[config.mk]
export PLATFORM = sky130hd
export DESIGN_NAME = alu_muldiv
export DESIGN_NICKNAME = d
export VERILOG_FILES = /design/src/rtl/alu_muldiv.sv
export SDC_FILE = /design/constraint.sdc
export NUM_CORES = 2
export LEC_CHECK = 0
export CAP_MARGIN = 20
export CORE_ASPECT_RATIO = 1.1
export CORE_MARGIN = 8
export CORE_UTILIZATION = 45
export CTS_CLUSTER_DIAMETER = 120
export DETAILED_ROUTE_END_ITERATION = 16
export PLACE_DENSITY = 0.72
export SETUP_SLACK_MARGIN = 0.02
export SKIP_LAST_GASP = 1
export SYNTH_ARGS = -nofsm -noshare
export SYNTH_HDL_FRONTEND = slang
export SYNTH_SLANG_ARGS = --single-unit
[constraint.sdc]
create_clock -name clk -period 41.7 [get_ports clk]
set_input_delay 6.255 -clock clk [delete_from_list [all_inputs] [get_ports clk]]
set_output_delay 6.255 -clock clk [all_outputs]
set_load 0.01 [all_outputs]
[src/rtl/alu_muldiv.sv]
// rtl/alu_muldiv.sv - iterative RISC-V M-extension multiply/divide unit, XLEN cycles per op.
// Optional ALU_MULDIV_EARLY_OUT_EN: special cases finish after one cycle instead of XLEN.
module alu_muldiv #(
  parameter int XLEN  = 64,
  parameter int CNT_W = $clog2(XLEN) + 1
) (
  input  logic            clk,
  input  logic            rst,
  input  logic            req_valid,
  output logic            req_ready,
  input  logic [2:0]      func3,
  input  logic [XLEN-1:0] op0,
  input  logic [XLEN-1:0] op1,
  input  logic            flush,
  output logic            resp_valid,
  input  logic            resp_ready,
  output logic [XLEN-1:0] result,
  output logic            div_by_zero
);

  typedef enum logic [1:0] {IDLE, CALC, DONE} state_t;

  localparam logic [XLEN-1:0] MIN_NEG = {1'b1, {(XLEN-1){1'b0}}};

  state_t            r_state;
  logic [2:0]        r_func3;
  logic [XLEN-1:0]   r_a;
  logic [XLEN-1:0]   r_b;
  logic [2*XLEN-1:0] r_p;
  logic              r_neg;
  logic              r_special;
  logic              r_dbz_pend;
  logic [XLEN-1:0]   r_spec_res;
  logic [CNT_W-1:0]  r_cnt;
  logic              r_req_ready;
  logic              r_resp_valid;
  logic [XLEN-1:0]   r_result;
  logic              r_dbz;

  logic              w_sgn0;
  logic              w_sgn1;
  logic              w_s0;
  logic              w_s1;
  logic [XLEN-1:0]   w_abs0;
  logic [XLEN-1:0]   w_abs1;
  logic              w_dbz;
  logic              w_ovf;
  logic              w_early;
  logic [XLEN-1:0]   w_spec_res;
  logic [XLEN:0]     w_mul_sum;
  logic [2*XLEN-1:0] w_mul_next;
  logic [XLEN:0]     w_shift;
  logic [XLEN:0]     w_diff;
  logic              w_qbit;
  logic [2*XLEN-1:0] w_div_next;
  logic [2*XLEN-1:0] w_step;
  logic [XLEN-1:0]   w_mulh_neg;
  logic [XLEN-1:0]   w_mul_res;
  logic [XLEN-1:0]   w_div_raw;
  logic [XLEN-1:0]   w_div_res;
  logic [XLEN-1:0]   w_calc_res;

  // Signed: MULH, DIV, REM both operands; MULHSU only op0.
  assign w_sgn0 = (func3 == 3'b001) || (func3 == 3'b010) || (func3 == 3'b100) || (func3 == 3'b110);
  assign w_sgn1 = (func3 == 3'b001) || (func3 == 3'b100) || (func3 == 3'b110);
  assign w_s0   = w_sgn0 & op0[XLEN-1];
  assign w_s1   = w_sgn1 & op1[XLEN-1];
  assign w_abs0 = w_s0 ? -op0 : op0;
  assign w_abs1 = w_s1 ? -op1 : op1;

  assign w_dbz = func3[2] && (op1 == '0);
  assign w_ovf = func3[2] && !func3[0] && (op0 == MIN_NEG) && (op1 == '1);
  assign w_spec_res = w_dbz ? (func3[1] ? op0 : '1) :
                      w_ovf ? (func3[1] ? '0 : op0) : '0;

`ifdef ALU_MULDIV_EARLY_OUT_EN
  logic w_mul_zero;
  assign w_mul_zero = !func3[2] && ((op0 == '0) || (op1 == '0));
  assign w_early    = w_dbz | w_ovf | w_mul_zero;
`else
  assign w_early    = 1'b0;
`endif

  // Shift-add: multiplier sits in the low half and is consumed LSB first.
  assign w_mul_sum  = {1'b0, r_p[2*XLEN-1:XLEN]} + (r_p[0] ? {1'b0, r_a} : {(XLEN+1){1'b0}});
  assign w_mul_next = {w_mul_sum, r_p[XLEN-1:1]};

  // Restoring division: {remainder, dividend/quotient} shift left one bit per step.
  assign w_shift    = {r_p[2*XLEN-1:XLEN], r_p[XLEN-1]};
  assign w_diff     = w_shift - {1'b0, r_b};
  assign w_qbit     = ~w_diff[XLEN];
  assign w_div_next = {(w_qbit ? w_diff[XLEN-1:0] : w_shift[XLEN-1:0]), r_p[XLEN-2:0], w_qbit};

  assign w_step = r_func3[2] ? w_div_next : w_mul_next;

  // High half of the negated product: ~hi plus the carry out of negating lo.
  assign w_mulh_neg = ~w_step[2*XLEN-1:XLEN] + {{(XLEN-1){1'b0}}, (w_step[XLEN-1:0] == '0)};
  assign w_mul_res  = (r_func3[1:0] == 2'b00) ? w_step[XLEN-1:0] :
                      (r_neg ? w_mulh_neg : w_step[2*XLEN-1:XLEN]);
  assign w_div_raw  = r_func3[1] ? w_step[2*XLEN-1:XLEN] : w_step[XLEN-1:0];
  assign w_div_res  = r_neg ? -w_div_raw : w_div_raw;
  assign w_calc_res = r_func3[2] ? w_div_res : w_mul_res;

  always_ff @(posedge clk or posedge rst) begin
    if (rst) begin
      r_state      <= IDLE;
      r_func3      <= '0;
      r_a          <= '0;
      r_b          <= '0;
      r_p          <= '0;
      r_neg        <= 1'b0;
      r_special    <= 1'b0;
      r_dbz_pend   <= 1'b0;
      r_spec_res   <= '0;
      r_cnt        <= '0;
      r_req_ready  <= 1'b1;
      r_resp_valid <= 1'b0;
      r_result     <= '0;
      r_dbz        <= 1'b0;
    end else begin
      case (r_state)
        IDLE: begin
          if (req_valid && !flush) begin
            r_func3     <= func3;
            r_a         <= w_abs0;
            r_b         <= w_abs1;
            r_p         <= {{XLEN{1'b0}}, (func3[2] ? w_abs0 : w_abs1)};
            r_neg       <= (func3[2] && func3[1]) ? w_s0 : (w_s0 ^ w_s1);
            r_special   <= w_dbz | w_ovf | w_early;
            r_dbz_pend  <= w_dbz;
            r_spec_res  <= w_spec_res;
            // Early-out runs a single CALC edge that writes the special result.
            r_cnt       <= w_early ? CNT_W'(1) : CNT_W'(XLEN);
            r_req_ready <= 1'b0;
            r_state     <= CALC;
          end
        end
        CALC: begin
          if (flush) begin
            r_cnt       <= '0;
            r_req_ready <= 1'b1;
            r_state     <= IDLE;
          end else if (r_cnt == CNT_W'(1)) begin
            r_p          <= w_step;
            r_result     <= r_special ? r_spec_res : w_calc_res;
            r_dbz        <= r_dbz_pend;
            r_resp_valid <= 1'b1;
            r_cnt        <= '0;
            r_state      <= DONE;
          end else begin
            r_p   <= w_step;
            r_cnt <= r_cnt - CNT_W'(1);
          end
        end
        DONE: begin
          if (flush || resp_ready) begin
            r_resp_valid <= 1'b0;
            r_req_ready  <= 1'b1;
            r_state      <= IDLE;
          end
        end
        default: begin
          r_resp_valid <= 1'b0;
          r_req_ready  <= 1'b1;
          r_state      <= IDLE;
        end
      endcase
    end
  end

  assign req_ready   = r_req_ready;
  assign resp_valid  = r_resp_valid;
  assign result      = r_result;
  assign div_by_zero = r_dbz;

endmodule

==> results.md <==
- Post-Syn Instances: 5016
- Top cell type by total area after synthesis: dfrtp_1
- Worst-path clk slew: 0.06 ns
- Worst path cell trace: clkdlybuf4s50_1 > or4_1 > nor4_1 > nand2b_1 > or3_1 > nor2_1 > nand2_1 > nor3_1 > nand3_1 > nor4_1 > and3_1 > nand4b_1 > nor2_4 > buf_4 > nor2_1 > o21ai_0
- Unrepaired setup endpoints after global routing: no
- GRT Total Usage: 0.434
- Antenna-violating nets left: 0
- Total of max-cap violations: 0
- Outcome: complete, no violations
- Post-CTS Repair Setup Buffers: 0
- Initial antenna violation count: 11
- Deepest clock path buffer count: 3
- # nets final: 5312
- CTS Buf Count: 47
- IO Port Bufs: 202
- Total grt overflow: 0
- Crit path time final: 11.10 ns
- Most frequent cell after synthesis: nand2_1
- Post-CTS sizing: 0
- Root buffer cell: clkbuf_16
- Top cells by count, synth: nand2_1, o21ai_0, nor2_1, a21oi_1, dfrtp_1
- # fillers: 8218
- Multi-input logic area: 25700 um^2
- Endpoint class of the critical path: flop
- Worst hold slack: 0.474 ns
- Setup_tns: 0 ns
- Slowest library cell on the worst path: or4_1
- #FFs+latches synth: 402
- CP startpoint kind: primary input
- Clk sink count: 402
- Area grow syn2layout: 12.4%
- FP Rows: 111
- Die width: 291 um
- Gp weighted congestion: 1.13
- Drt drc: 0
- Static Leak: 17.2 nW
- Top cell type's share of synthesized area: 0.268
- Pin slew with the least headroom to its limit: 1.30 ns
- Largest net degree at the start of global routing: 156
- Crit share post-route: 0.266
- Area occupied by registers: 10100 um^2
- Die Area: 92800 um^2
- Hold_buf cts: 0
- Vias/cell: 7.03
- Main synth FF type: dfrtp_1
- Synthesized Nets: 5290
- Vias: 43300
- CP delay by family, top: simple AND/OR/NAND/NOR gates
- Worst skew pair latency: 0.64 ns
- Final setup violation count: 0
- Crit path max fanout: 64
- Post-synth EDFFs: 0
- Sequential area share after synthesis: 0.268
- Vias in the first global route: 40200
- Fin. Hold Viols: 0
- # IOs: 203
- Wire length per cell: 34.3 um
- Synth top area cells: dfrtp_1, nand2_1, o21ai_0
- WS Path Type: in2reg
- Buf/Inv on CP: 2
- Hpwl dp: 167 mm
- Worst Path Required: 42.23 ns
- Initial Util: 0.452
- Pins Over Slew Limit: 0
- CP arrival: 11.63 ns
- Final WL: 211 mm
- Peak VDD IR: 0.0000653 V
- Ys async rst share: 1.00
- Height of the die: 319 um
- Post-Syn Area: 37500 um^2
- Hold Crit Class: reg2reg
- Synth warn: 0
- Core area: 82900 um^2
- Mean area per synthesized cell: 7.47 um^2
- CTS tree: built
- FMAX: 90.1 MHz
- DR iter-0 viols: 6581
- Global-route wire length before repair: 298 mm
- Unique masters post-synth: 120
- Share of cells above drive strength 1: 0.0642
- Relative slew slack: 0.124
- CP max stage delay: 0.62 ns
- H-tree levels: 2
- Power per cell area: 96.2 nW/um^2
- Drt pass-1 iters: 10
- Clk_skew: 0.0249 ns
==> layout by cell type (no fill, tap or decap), types with 64 or more instances in the layout <==
cell type / Yosys / routed
mux2i_1: 90 / 90
nand3_1: 93 / 93
nand2_1: 711 / 708
ha_1: 136 / 136
and2_1: 88 / 88
nor2_1: 469 / 463
o21ai_0: 512 / 512
nand4_1: 96 / 96
dfrtp_1: 401 / 397
or3_1: 65 / 64
nor3_1: 125 / 124
inv_1: 137 / 134
xnor2_1: 202 / 202
a21oi_1: 412 / 412
xor2_1: 108 / 108
clkdlybuf4s50_1: 0 / 201
buf_4: 4 / 90
a31oi_1: 76 / 70
==> sequential cells by signal (all words and copies together), names as in the netlist <==
name	flops
r_p	128
r_a	64
r_b	64
r_spec_res	64
result	64
r_cnt	7
r_func3	3
r_state	2
div_by_zero	1
r_dbz_pend	1
r_neg	1
r_special	1
req_ready	1
resp_valid	1
==> stage by stage <==
| step | total power [W] | util | setup slack (ns) | area [um^2] | instances |
|---|---|---|---|---|---|
| floorplan | 0.00229 | - | 24.27 | 37500 | 5016 |
| global placement | 0.00341 | 0.486 | 30.26 | 40300 | 6059 |
| detailed placement | 0.00340 | 0.486 | 30.15 | 40300 | 6059 |
| CTS | 0.00389 | 0.507 | 30.78 | 42000 | 6147 |
| global route | 0.00416 | 0.508 | 30.28 | 42100 | 6150 |
| finish | 0.00405 | 0.508 | 30.60 | 42100 | 6158 |
==> per-layer routing <==
metal,part of all wire,GRT usage,vias to the layer above
li1,-,-,18400
met1,0.37,0.543,20800
met2,0.41,0.627,3232
met3,0.12,0.115,795
met4,0.10,0.347,8
met5,0.00023,0,-
==> cell families after synthesis <==
kind of cell,after synthesis,synth area share
DFF,402,0.268
adders and majority gates,138,0.0465
xor gates and xnor gates,310,0.0725
muxes,125,0.0347
AOI/OAI and AO/OA,1641,0.280
and+or+nand+nor,1941,0.248
buffers and inverters,459,0.0499
==> worst register-to-register path, cell delays in order (launching register included) <==
cell and delay, ns:
dfrtp_1 0.44, inv_1 0.40, ha_1 0.30, inv_1 0.07
fa_1 0.41, a21o_1 0.20, a221o_1 0.54, a211oi_4 0.59
or3_4 0.30, a21oi_4 0.16, nor2_2 0.63, a21oi_1 0.08
a211oi_1 0.78, ha_1 0.48, and4_1 0.35, nand4_1 0.82
nor4_1 0.78, o21ai_0 0.17, a31oi_1 0.62, o221ai_1 0.24
a22oi_1 0.24
==> cell type report <==
type,instances,area share
multi-input combinational,4155,0.610
antenna,8,0.000475
sequential,402,0.239
tap,1073,0.0319
inverter,137,0.0124
timing repair buffer,295,0.0653
clock inverter,23,0.00948
clock buffer,65,0.0317
==> path summary, 6_finish.rpt <==
check                         from              to  slack (ns)  depth (start not counted)
min in group asynchronous      rst        r_cnt[6]        6.20                          2
hold / removal             r_a[15]         r_a[15]        0.47                          2
hold reg to reg            r_a[15]         r_a[15]        0.47                          2
setup / recovery            op1[9]  r_spec_res[38]       30.60                         16
max in group asynchronous      rst  r_spec_res[61]       33.08                          4
setup reg to reg           r_p[63]      result[43]       33.01                         20
==> report_power, final <==
group | total [W] | leakage [nW] | switching [W] | internal, W
clock | 0.000484 | 0.844 | 0.000197 | 0.000287
sequential | 0.000719 | 5.20 | 0.000211 | 0.000508
combinational | 0.00285 | 11.1 | 0.00198 | 0.000871
Note: power is estimated with default switching activity, not from simulation.
